==> src/rtl/pc_fetch_pkg.sv <==
// Shared widths, NOP encoding and fetch FSM states for the pc_fetch slice.
// PC_FETCH_MISALIGN_CHK_EN adds the HALT state used after a misaligned redirect.
package pc_fetch_pkg;

    localparam int unsigned PC_WIDTH   = 32;
    localparam int unsigned INST_WIDTH = 32;

    // addi x0, x0, 0
    localparam logic [INST_WIDTH-1:0] NOP_ENC = 32'h0000_0013;

    typedef enum logic [2:0] {
        StBoot,
        StFetch,
        StWait,
        StDrop
`ifdef PC_FETCH_MISALIGN_CHK_EN
        , StHalt
`endif
    } fetch_state_e;

endpackage

==> src/rtl/pc_fetch_if.sv <==
// Instruction-memory request/response bundle; master is the fetch stage, slave the memory.
interface pc_fetch_if;
    import pc_fetch_pkg::*;

    logic                  imem_req;
    logic [PC_WIDTH-1:0]   imem_addr;
    logic                  imem_gnt;
    logic                  imem_rvalid;
    logic [INST_WIDTH-1:0] imem_rdata;

    modport master (
        output imem_req,
        output imem_addr,
        input  imem_gnt,
        input  imem_rvalid,
        input  imem_rdata
    );

    modport slave (
        input  imem_req,
        input  imem_addr,
        output imem_gnt,
        output imem_rvalid,
        output imem_rdata
    );

endinterface

==> src/rtl/pc_fetch_buf.sv <==
// One-entry valid/ready output register between fetch and decode.
// A fill always wins over a clear or a consume in the same cycle.
module pc_fetch_buf
    import pc_fetch_pkg::*;
#(
    parameter logic [PC_WIDTH-1:0]   RESET_PC = '0,
    parameter logic [INST_WIDTH-1:0] NOP_INST = NOP_ENC
) (
    input  logic                  clk,
    input  logic                  rst_n,
    input  logic                  fill_i,
    input  logic [PC_WIDTH-1:0]   fill_pc_i,
    input  logic [INST_WIDTH-1:0] fill_inst_i,
    input  logic                  fill_exc_i,
    input  logic                  clear_i,
    input  logic                  ready_i,
    output logic                  valid_o,
    output logic [PC_WIDTH-1:0]   pc_o,
    output logic [INST_WIDTH-1:0] inst_o,
    output logic                  exc_o
);

    logic                  r_valid;
    logic [PC_WIDTH-1:0]   r_pc;
    logic [INST_WIDTH-1:0] r_inst;
    logic                  r_exc;

    always_ff @(posedge clk) begin
        if (!rst_n) begin
            r_valid <= 1'b0;
            r_pc    <= RESET_PC;
            r_inst  <= NOP_INST;
            r_exc   <= 1'b0;
        end else if (fill_i) begin
            r_valid <= 1'b1;
            r_pc    <= fill_pc_i;
            r_inst  <= fill_inst_i;
            r_exc   <= fill_exc_i;
        end else if (clear_i || (r_valid && ready_i)) begin
            // Empty buffer always presents a NOP so ID never sees stale data.
            r_valid <= 1'b0;
            r_inst  <= NOP_INST;
            r_exc   <= 1'b0;
        end
    end

    assign valid_o = r_valid;
    assign pc_o    = r_pc;
    assign inst_o  = r_inst;
    assign exc_o   = r_exc;

endmodule

==> src/rtl/pc_fetch.sv <==
// Fetch stage: PC register, single-outstanding imem request FSM and output buffer to ID.
// Define PC_FETCH_MISALIGN_CHK_EN to tag misaligned redirects with if_exc_o and halt fetch.
module pc_fetch
    import pc_fetch_pkg::*;
#(
    parameter logic [PC_WIDTH-1:0]   RESET_PC = 32'h0000_0000,
    parameter logic [INST_WIDTH-1:0] NOP_INST = NOP_ENC
) (
    input  logic                  clk,
    input  logic                  rst_n,
    input  logic                  flush_i,
    input  logic [PC_WIDTH-1:0]   flush_pc_i,
    pc_fetch_if.master            imem,
    input  logic                  id_ready_i,
    output logic                  if_valid_o,
    output logic [PC_WIDTH-1:0]   if_pc_o,
    output logic [INST_WIDTH-1:0] if_inst_o,
    output logic                  if_exc_o
);

    fetch_state_e          r_state;
    logic [PC_WIDTH-1:0]   r_pc;

    logic                  w_valid;
    logic                  w_req;
    logic                  w_stale;
    logic                  w_rsp_fill;
    logic                  w_exc_fill;
    logic                  w_fill;
    logic [PC_WIDTH-1:0]   w_flush_pc;
    logic [PC_WIDTH-1:0]   w_buf_pc;
    logic [INST_WIDTH-1:0] w_buf_inst;

    // A request is only made when the buffer is free or draining this cycle.
    assign w_req = (r_state == StFetch) && !flush_i && (!w_valid || id_ready_i);

    // A response is still owed after this cycle: a flush now makes it stale.
    assign w_stale = ((r_state == StWait) || (r_state == StDrop)) && !imem.imem_rvalid;

    assign w_rsp_fill = (r_state == StWait) && imem.imem_rvalid && !flush_i;

`ifdef PC_FETCH_MISALIGN_CHK_EN
    logic r_exc_pend;
    logic w_misalign;

    assign w_misalign = flush_i && (flush_pc_i[1:0] != 2'b00);
    assign w_flush_pc = flush_pc_i;
    assign w_exc_fill = (w_misalign && !w_stale) ||
                        (!flush_i && r_exc_pend && (r_state == StDrop) && imem.imem_rvalid);
    assign w_buf_pc   = w_exc_fill ? (flush_i ? flush_pc_i : r_pc) : r_pc - PC_WIDTH'(4);
`else
    assign w_flush_pc = flush_pc_i & ~PC_WIDTH'(3);
    assign w_exc_fill = 1'b0;
    assign w_buf_pc   = r_pc - PC_WIDTH'(4);
`endif

    assign w_fill     = w_rsp_fill || w_exc_fill;
    assign w_buf_inst = w_exc_fill ? NOP_INST : imem.imem_rdata;

    always_ff @(posedge clk) begin
        if (!rst_n) begin
            r_state    <= StBoot;
            r_pc       <= RESET_PC;
`ifdef PC_FETCH_MISALIGN_CHK_EN
            r_exc_pend <= 1'b0;
`endif
        end else if (flush_i) begin
            r_pc    <= w_flush_pc;
            r_state <= w_stale ? StDrop : StFetch;
`ifdef PC_FETCH_MISALIGN_CHK_EN
            r_exc_pend <= w_misalign && w_stale;
            if (w_misalign && !w_stale) r_state <= StHalt;
`endif
        end else begin
            case (r_state)
                StBoot:  r_state <= StFetch;
                StFetch: begin
                    if (w_req && imem.imem_gnt) begin
                        r_pc    <= r_pc + PC_WIDTH'(4);
                        r_state <= StWait;
                    end
                end
                StWait:  if (imem.imem_rvalid) r_state <= StFetch;
                StDrop: begin
                    if (imem.imem_rvalid) begin
`ifdef PC_FETCH_MISALIGN_CHK_EN
                        r_state    <= r_exc_pend ? StHalt : StFetch;
                        r_exc_pend <= 1'b0;
`else
                        r_state <= StFetch;
`endif
                    end
                end
`ifdef PC_FETCH_MISALIGN_CHK_EN
                StHalt:  r_state <= StHalt;
`endif
                default: r_state <= StFetch;
            endcase
        end
    end

    assign imem.imem_req  = w_req;
    assign imem.imem_addr = r_pc;

    pc_fetch_buf #(
        .RESET_PC (RESET_PC),
        .NOP_INST (NOP_INST)
    ) u_buf (
        .clk         (clk),
        .rst_n       (rst_n),
        .fill_i      (w_fill),
        .fill_pc_i   (w_buf_pc),
        .fill_inst_i (w_buf_inst),
        .fill_exc_i  (w_exc_fill),
        .clear_i     (flush_i),
        .ready_i     (id_ready_i),
        .valid_o     (w_valid),
        .pc_o        (if_pc_o),
        .inst_o      (if_inst_o),
        .exc_o       (if_exc_o)
    );

    assign if_valid_o = w_valid;

endmodule

==> src/flat_wrapper.sv <==
// flat-port wrapper written by rule: the top's interface ports become plain ports
module pc_fetch_flat import pc_fetch_pkg::*;
#(
    parameter logic [PC_WIDTH-1:0]   RESET_PC = 32'h0000_0000,
    parameter logic [INST_WIDTH-1:0] NOP_INST = NOP_ENC
)
  (clk, rst_n, flush_i, flush_pc_i, id_ready_i, if_valid_o, if_pc_o, if_inst_o, if_exc_o, imem_imem_req, imem_imem_addr, imem_imem_gnt, imem_imem_rvalid, imem_imem_rdata);
  pc_fetch_if imem_i ();
  input  logic clk;
  input  logic rst_n;
  input  logic flush_i;
  input  logic [PC_WIDTH-1:0] flush_pc_i;
  input  logic id_ready_i;
  output logic if_valid_o;
  output logic [PC_WIDTH-1:0] if_pc_o;
  output logic [INST_WIDTH-1:0] if_inst_o;
  output logic if_exc_o;
  output wire logic [$bits(imem_i.imem_req)-1:0] imem_imem_req;
  output wire logic [$bits(imem_i.imem_addr)-1:0] imem_imem_addr;
  input wire logic [$bits(imem_i.imem_gnt)-1:0] imem_imem_gnt;
  input wire logic [$bits(imem_i.imem_rvalid)-1:0] imem_imem_rvalid;
  input wire logic [$bits(imem_i.imem_rdata)-1:0] imem_imem_rdata;
  assign imem_imem_req = imem_i.imem_req;
  assign imem_imem_addr = imem_i.imem_addr;
  assign imem_i.imem_gnt = imem_imem_gnt;
  assign imem_i.imem_rvalid = imem_imem_rvalid;
  assign imem_i.imem_rdata = imem_imem_rdata;
  pc_fetch #(.RESET_PC(RESET_PC), .NOP_INST(NOP_INST)) u_core (.clk(clk), .rst_n(rst_n), .flush_i(flush_i), .flush_pc_i(flush_pc_i), .imem(imem_i), .id_ready_i(id_ready_i), .if_valid_o(if_valid_o), .if_pc_o(if_pc_o), .if_inst_o(if_inst_o), .if_exc_o(if_exc_o));
endmodule
==> config.mk <==
export PLATFORM = sky130hd
export DESIGN_NAME = pc_fetch_flat
export DESIGN_NICKNAME = d
export VERILOG_FILES = /design/src/rtl/pc_fetch_pkg.sv /design/src/rtl/pc_fetch_if.sv /design/src/rtl/pc_fetch_buf.sv /design/src/rtl/pc_fetch.sv /design/src/flat_wrapper.sv
export SDC_FILE = /design/constraint.sdc
export NUM_CORES = 1
export LEC_CHECK = 0
export ABC_AREA = 1
export CORE_UTILIZATION = 40
export DETAILED_ROUTE_END_ITERATION = 6
export PLACE_DENSITY = 0.7
export SLEW_MARGIN = 0
export SYNTH_ARGS = -nofsm -noshare
export SYNTH_HDL_FRONTEND = slang
export SYNTH_SLANG_ARGS = --single-unit
==> constraint.sdc <==
create_clock -name clk -period 1.9 [get_ports clk]
set_clock_uncertainty 0.05 [all_clocks]
set_input_delay 0.38 -clock clk [delete_from_list [all_inputs] [get_ports clk]]
set_output_delay 0.38 -clock clk [all_outputs]
set_load 0.005 [all_outputs]
# After elaboration in Yosys (flattened, before gate mapping)
# Index checks and enable logic that the tools add are counted.
[word_totals]
mem_bits_rw = 0
romBits = 0
latch_bits = 0
n_memories = 0
out_inout_bits = 99
input_bits = 70
register_bits = 100
[op_classes]
eq_ne = 5
muxes = 12
bitwise = 1
n_lt_le_gt_ge = 0
shift = 0
div_mod_pow = 0
mul = 0
n_reduce_logical = 21
addsub = 2
[ops]
columns = ["cell", "count"]
rows = [
  ["$mux 32", 5],
  ["$add 32x3->32 const B", 1],
  ["$sub 32x3->32 const B", 1],
  ["$mux 3", 3],
  ["$logic_and 1x1->1", 7],
  ["$eq 3x2->1 const B", 2],
  ["$pmux 3 s2", 1],
  ["$reduce_and 2->1", 3],
  ["$reduce_bool 2->1", 3],
  ["$reduce_or 2->1", 2],
  ["$eq 3x1->1 const B", 1],
  ["$logic_not 1->1", 3],
  ["$logic_or 1x1->1", 3],
  ["$ne 3x1->1 const B", 1],
  ["$ne 3x3->1 const B", 1],
  ["$mux 1", 2],
  ["$mux 2", 1],
  ["$not 1->1", 1],
]

# Longest topological paths before layout
# Gate-level depths: netlist of run 1.
[logic_depth]
depth_word = 7
depth_mapped = 11
depth_no_buf = 10

# Hierarchy
# Synthesis of run 1 repeated with hierarchy kept, for this count alone.
[unflattened]
hier_cells = 836
area_unflattened_um2 = 5520.3
[modules_own_cells]
columns = ["mod", "cells_per_inst", "seq_area_each_um2", "area_per_inst_um2", "n_inst"]
rows = [
  ["pc_fetch", 544, 640.6, 3060.4, 1],
  ["pc_fetch_buf", 292, 1321.3, 2459.9, 1],
]

# Worst setup path before layout of run 1
# OpenSTA, ideal clock, no wires.
[synth_path]
path_type = "reg2reg"
startpoint = "register u_core.r_pc[2], in the netlist u_core.imem.imem_addr[2]"
endpoint = "register u_core.u_buf.r_pc[30], in the netlist u_core.u_buf.pc_o[30]"
setup_ns = 0.109
arrival_ns = 1.327
path_buffers = 0
path_stages_with_launch = 10
setup_slack_ns = 0.414
cell_sequence = "dfxtp_1 inv_2 ha_1 nand2_1 nor3_2 nand2_1 nand2_1 nand3_1 nand2_1 inv_1"
[synth_between]
elab_chain_len = 1
[synth_rtl]
columns = ["item", "line", "rtl"]
rows = [
  ["start, declared", "pc_fetch.sv:22", "logic [PC_WIDTH-1:0] r_pc;"],
  ["start signal, assigned", "pc_fetch.sv:68", "r_pc <= w_flush_pc;"],
  ["start signal, assigned", "pc_fetch.sv:79", "r_pc <= r_pc + PC_WIDTH'(4);"],
  ["$sub 32x3->32", "pc_fetch.sv:54", "assign w_buf_pc = r_pc - PC_WIDTH'(4);"],
  ["end signal, assigned", "pc_fetch_buf.sv:36", "r_pc <= fill_pc_i;"],
  ["end, declared", "pc_fetch_buf.sv:24", "logic [PC_WIDTH-1:0] r_pc;"],
]
# No other way between the ends.
# A chain may end at the register's enable or synchronous reset.

# Worst setup path in the final report of run 1
[layout_path]
startpoint = "register u_core.r_pc[7], in the netlist u_core.imem.imem_addr[7]"
endpoint = "output port imem_imem_addr[7]"
[layout_rtl]
columns = ["item", "line", "rtl"]
rows = [
  ["end, declared", "flat_wrapper.sv:19", "output wire logic [$bits(imem_i.imem_addr)-1:0] imem_imem_addr;"],
]
# No word-level cell between the ends.

==> results of run 1 <==
## metal layers
layer | vias to the layer above | part of all wire
li1 | 3085 | -
met1 | 2704 | 0.46
met2 | 209 | 0.45
met3 | 26 | 0.073
met4 | 0 | 0.023
met5 | - | 0
## where the power goes
group,internal (mW),switching [mW]
Clock,0.895,0.816
Sequential,2.05,0.0988
Combinational,0.400,0.470
## cell usage in the layout (no fill, tap or decap), types with 5 or more instances in the layout
cell	n
a21oi_1	62
buf_12	6
buf_4	21
clkbuf_16	9
clkdlybuf4s50_1	160
conb_1	5
dfxtp_1	88
dfxtp_2	7
inv_1	83
inv_2	11
nand2_1	238
nand3_1	87
nand4_1	7
nor2_1	130
nor2_2	10
o211ai_1	5
o21ai_0	33
o21ai_1	13
xor2_1	14
## what timing repair did
| item | in CTS | in global routing |
|---|---|---|
| gates cloned | 0 | 0 |
| pin swaps | 0 | 0 |
| setup endpoints to repair | 4 | 4 |
| hold buffers | 0 | 0 |
| gates resized for setup | 4 | 4 |
## area by class of cell
class                   count  share of cell area
inverters                  96              0.0476
clock inverters             4             0.00395
clock buffers              12              0.0311
flip-flops and latches     95               0.251
repair buffers            188               0.248
multi-input cells         640               0.389
well taps                 176              0.0290
## worst min-delay path, cell delays in order, from the launching register on
cell and delay, ps:
dfxtp_1 310, nand3_1 70, a21oi_1 50
## cell families after synthesis
family                     after synthesis  synth area share
DFF                                     95             0.349
xor gates and xnor gates                14            0.0225
other                                    1          0.000688
buffers and inverters                  139             0.112
AOI/OAI and AO/OA                      131             0.131
and+or+nand+nor                        488             0.380
adders and majority gates                2           0.00459
## final timing paths
check / startpoint / to / slack, ps / depth (start not counted)
min: u_core.u_buf.inst_o[22] / u_core.u_buf.inst_o[22] / 430 / 2
max: u_core.imem.imem_addr[7] / imem_imem_addr[7] / 30 / 1
min reg2reg: u_core.u_buf.inst_o[22] / u_core.u_buf.inst_o[22] / 430 / 2
max reg2reg: u_core.imem.imem_addr[3] / u_core.u_buf.pc_o[18] / 180 / 9
## cell usage after synthesis, drive strengths merged (2+ instances only)
master and n:
nand3 90, nor3 4, ha 2, a21oi 65, o21ai 49, o221ai 3, nand4 7, clkinv 2
clkbuf 13, o22ai 3, inv 94, o211ai 5, buf 30, xor2 14, nor2 144, dfxtp 95
nand2 241, a31oi 4
## sequential cells by signal, summed over array words and instances (netlist names)
signal	flops
u_core.imem.imem_addr	30
u_core.r_state	2
u_core.u_buf.inst_o	32
u_core.u_buf.pc_o	30
u_core.u_buf.valid_o	1
## metrics by stage
stage / utilization / power, mW / setup TNS (ps)
after floorplan: - / 2.63 / 0
after global placement: 0.553 / 3.04 / -2460
after detailed placement: 0.553 / 3.04 / -4950
after CTS: 0.574 / 4.75 / 0
after global routing: 0.574 / 4.92 / 0
final: 0.574 / 4.73 / 0
==> key figures, run 1 <==
Run status
  – Status: finished, final reports clean

Critical path
  – Critical Path RT: 1470 ps
  – Crit path buffers/inverters: 1
  – Crit path largest cell delay: 570 ps
  – Arrival @ worst endpoint: 1440 ps
  – Crit Path Max Fanout: 8
  – Worst setup path category: reg -> out
  – Critical Path Source Type: flip-flop
  – Crit-path cells: clkdlybuf4s50_1
  – Crit-path slowest cell: clkdlybuf4s50_1
  – CP top delay family: buffers and inverters
  – CP endpoint kind: primary output

Power
  – Max VDD drop: 0.000374 V
  – Static Leak: 3.02 nW
  – Pwr Density: 622 nW/um2

Global routing
  – Met1 GRT Util: 0.346
  – Initial antenna violation count: 0
  – Top Usage Layer GRT: met2
  – Gr usage total: 0.252
  – Largest net degree at the start of global routing: 51
  – GR Util met2: 0.394
  – First-pass GRT wire length: 27900 um
  – Number of global-route vias before repair: 5476
  – Congestion Overflow GR: 0
  – Met3 Use GR: 0.0381

Synthesis
  – EDFF count, synth: 0
  – #FFs+latches synth: 95
  – Area contributors post-synth: dfxtp_1 35%, nand2_1 16%, nor2_1 9.0%
  – Cell accounting for the most synthesized area: dfxtp_1
  – Top FF cell, synth: dfxtp_1
  – Netlist cell types: 38
  – FFs w/ async S/R, synth: 0
  – Mapped cell area: 5450 um2
  – Synth top area share: 0.349
  – Ys Warns: 0
  – Syn Inst Count: 870
  – Sequential element share of the synthesized area: 0.349
  – Syn Area/Cell: 6.26 um2

Detailed routing
  – Vias per inst: 4.97
  – WL/cell: 14.4 um
  – Via count: 6024
  – Post-Route WL: 17400 um
  – DR pass1 iterations: 5
  – Final ANT Viol Nets: 0
  – DRC: 0
  – DR iter-0 viols: 522

CTS
  – Root Driver: clkbuf_16
  – Postcts setup bufs: 0
  – CTS Buf Count: 9
  – H-tree Lvls: 3
  – TritonCTS clock tree: built
  – Skew-Pair Late Insertion Delay: 350 ps
  – Worst-path clk slew: 70 ps
  – CTS sink cnt: 95
  – Maximum clock path buffer count: 2

Place
  – Port Buffer Count: 161
  – Post-place setup slack: -156 ps
  – GPL Wtd Cong: 0.935
  – Detail Placement HPWL: 12800 um
  – Placed Area: 7330 um2
  – Placed cell count: 1195

Cells and area
  – Register area: 1910 um2
  – Final Cell Area: 7600 um2
  – Multi-input gate area: 2950 um2
  – Antenna cells: 0
  – P&R area growth vs syn: 39.5%
  – Share of layout cells above drive strength 1: 0.0850
  – Final Non-Filler Cells: 1211
  – Layout Nets: 1102
  – Fillers: 1387

Timing
  – Final hold vios: 0
  – Tmin final: 1870 ps
  – Hold slack: 429 ps
  – FMAX: 0.533 GHz
  – Setup slack after layout: 25.3 ps
  – Final setup viols: 0
  – Period utilization: 0.987
  – Fin. max-slew vios: 0
  – RSZ-0062 raised after global routing: no

Die
  – Initial core utilization: 0.411
  – Die ar.: 14100 um2
  – Core ar.: 13200 um2
  – Die width: 119 um
  – Rows: 42
  – I/O pin cnt: 169
  – Chip Height: 119 um

Job
  – Max-cap violation count: 0

Worst hold path
  – Hold WC Path Type: reg -> reg
Note: power is estimated with default switching activity, not from simulation.
==> run 2: changes to the inputs <==
CORE_MARGIN = 5   (was unset)
==> run 2 against run 1 <==
  * Non-clock buffer count increased by 3
  * Largest cell class unchanged
  * First-iteration DRC count is 19% lower
  * Cell area increased by 0.64%
  * Core utilization rose by 0.14 points
  * Cell count increased by 0.25%
  * Setup slack hardly changed
==> key figures, run 2 (synthesis gave the netlist of run 1 again) <==
Critical path
  – Critical Path RT: 1470 ps
  – Crit Path Max Fanout: 8
  – Arrival @ worst endpoint: 1440 ps
  – Crit path largest cell delay: 570 ps
  – Worst setup path category: reg -> out
  – Crit-path slowest cell: clkdlybuf4s50_1
  – Critical Path Source Type: flip-flop
  – Crit-path cells: clkdlybuf4s50_1
  – CP endpoint kind: primary output
  – Crit path buffers/inverters: 1
  – CP top delay family: buffers and inverters

Global routing
  – Largest net degree at the start of global routing: 51
  – Number of global-route vias before repair: 5614
  – Congestion Overflow GR: 0
  – Gr usage total: 0.224
  – First-pass GRT wire length: 29100 um
  – Initial antenna violation count: 0

CTS
  – Skew-Pair Late Insertion Delay: 350 ps
  – Worst-path clk slew: 70 ps
  – CTS sink cnt: 95
  – CTS Buf Count: 9
  – H-tree Lvls: 3
  – Root Driver: clkbuf_16
  – Hold_buf cts: 0
  – Maximum clock path buffer count: 2
  – Postcts setup bufs: 0
  – TritonCTS clock tree: built

Timing
  – Period utilization: 0.987
  – Setup TNS: 0 ps
  – Fin. max-slew vios: 0
  – FMAX: 0.533 GHz
  – Final hold vios: 0
  – Tmin final: 1870 ps
  – RSZ-0062 raised after global routing: yes
  – Final setup viols: 0

Detailed routing
  – Met2 wire length: 8230 um
  – WL/cell: 15.1 um
  – Met1 WL: 8260 um
  – DR pass1 iterations: 6
  – DRC: 0
  – Vias per inst: 5.03
  – DR iter-0 viols: 422
  – Final ANT Viol Nets: 0
  – Met3 Wirelength: 1510 um
  – Via count: 6104
  – Post-Route WL: 18400 um
  – DR top layer: met4

Die
  – Core ar.: 13300 um2
  – Chip Height: 127 um
  – Die width: 127 um
  – I/O pin cnt: 169
  – Die ar.: 16100 um2
  – Initial core utilization: 0.410
  – Rows: 42

Cells and area
  – Layout Nets: 1105
  – Antenna cells: 0
  – Most frequent cells in the layout: 238 x nand2_1, 160 x clkdlybuf4s50_1, 130 x nor2_1, 87 x nand3_1, 86 x dfxtp_1
  – Max FFs per register: 32
  – Commonest non-fill, non-tap cell in the layout: nand2_1
  – Share of layout cells above drive strength 1: 0.0896
  – Fin util: 0.575
  – Fillers: 1323
  – P&R area growth vs syn: 40.4%

Run status
  – Status: finished, final reports clean

Power
  – Net Switching: 1.39 mW
  – Comb pwr share: 0.184
  – Max VDD drop: 0.000379 V
  – P_int: 3.34 mW
  – Sequential share of power: 0.454
  – Overall power: 4.73 mW
  – Pwr Density: 619 nW/um2
  – Static Leak: 3.04 nW
  – Clk pwr share: 0.361
  – Switch share: 0.294

Place
  – GPL Wtd Cong: 0.922
  – Detail Placement HPWL: 13900 um
  – Port Buffer Count: 161

Job
  – Max-cap violation count: 0

Worst hold path
  – Hold WC Path Type: reg -> reg
-- run 2: path summary, 6_finish.rpt --
kind	start	to	slack [ps]	depth (start not counted)
min reg2reg	u_core.u_buf.inst_o[27]	u_core.u_buf.inst_o[27]	430	2
min	u_core.u_buf.inst_o[27]	u_core.u_buf.inst_o[27]	430	2
max	u_core.imem.imem_addr[21]	imem_imem_addr[21]	30	1
max reg2reg	u_core.imem.imem_addr[2]	u_core.u_buf.pc_o[14]	70	6
-- run 2: layout make-up --
class,instances,area [um2],share of cell area
repair buffers,191,1920,0.251
flip-flops and latches,95,1910,0.250
clock buffers,12,236,0.0309
multi-input cells,640,2960,0.388
inverters,96,362,0.0473
well taps,176,220,0.0288
clock inverters,4,30.0,0.00393
-- run 2: repair_timing --
action / CTS / global route
resized for setup: 5 / 7
setup endpoints to repair: 5 / 9
gates cloned: 0 / 0
-- run 2: power by group through the flow --
stage / combinational (mW) / clock, mW / sequential (mW)
floorplan: 0.477 / 0 / 2.15
global placement: 0.854 / 0 / 2.19
detailed placement: 0.857 / 0 / 2.19
CTS: 0.863 / 1.74 / 2.14
global route: 0.968 / 1.82 / 2.16
finish: 0.873 / 1.71 / 2.15
-- run 2: through the flow --
stage / setup WS (ps) / std cells / hold WS (ps) / area, um2
after global placement: -168 / 1198 / 413 / 7360
final: 25.5 / 1214 / 426 / 7650
after global routing: -9.21 / 1214 / 439 / 7650
after detailed placement: -168 / 1198 / 416 / 7360
after CTS: 12.4 / 1214 / 428 / 7630
after floorplan: 414 / 874 / 421 / 5460
-- run 2: worst reg2reg max path: cells and delay by family, from the launching register on --
kind,cells,cell delay (ps)
and+or+nand+nor,2,540
DFF,1,390
buffers and inverters,1,150
AOI/OAI and AO/OA,1,100
adders and majority gates,1,240
xor gates and xnor gates,1,250
-- run 2: metal layers --
| metal | up-vias | track usage |
|---|---|---|
| met5 | - | 0 |
| met3 | 24 | 0.0530 |
| met1 | 2754 | 0.313 |
| met4 | 0 | 0.0681 |
| met2 | 226 | 0.344 |
| li1 | 3100 | - |
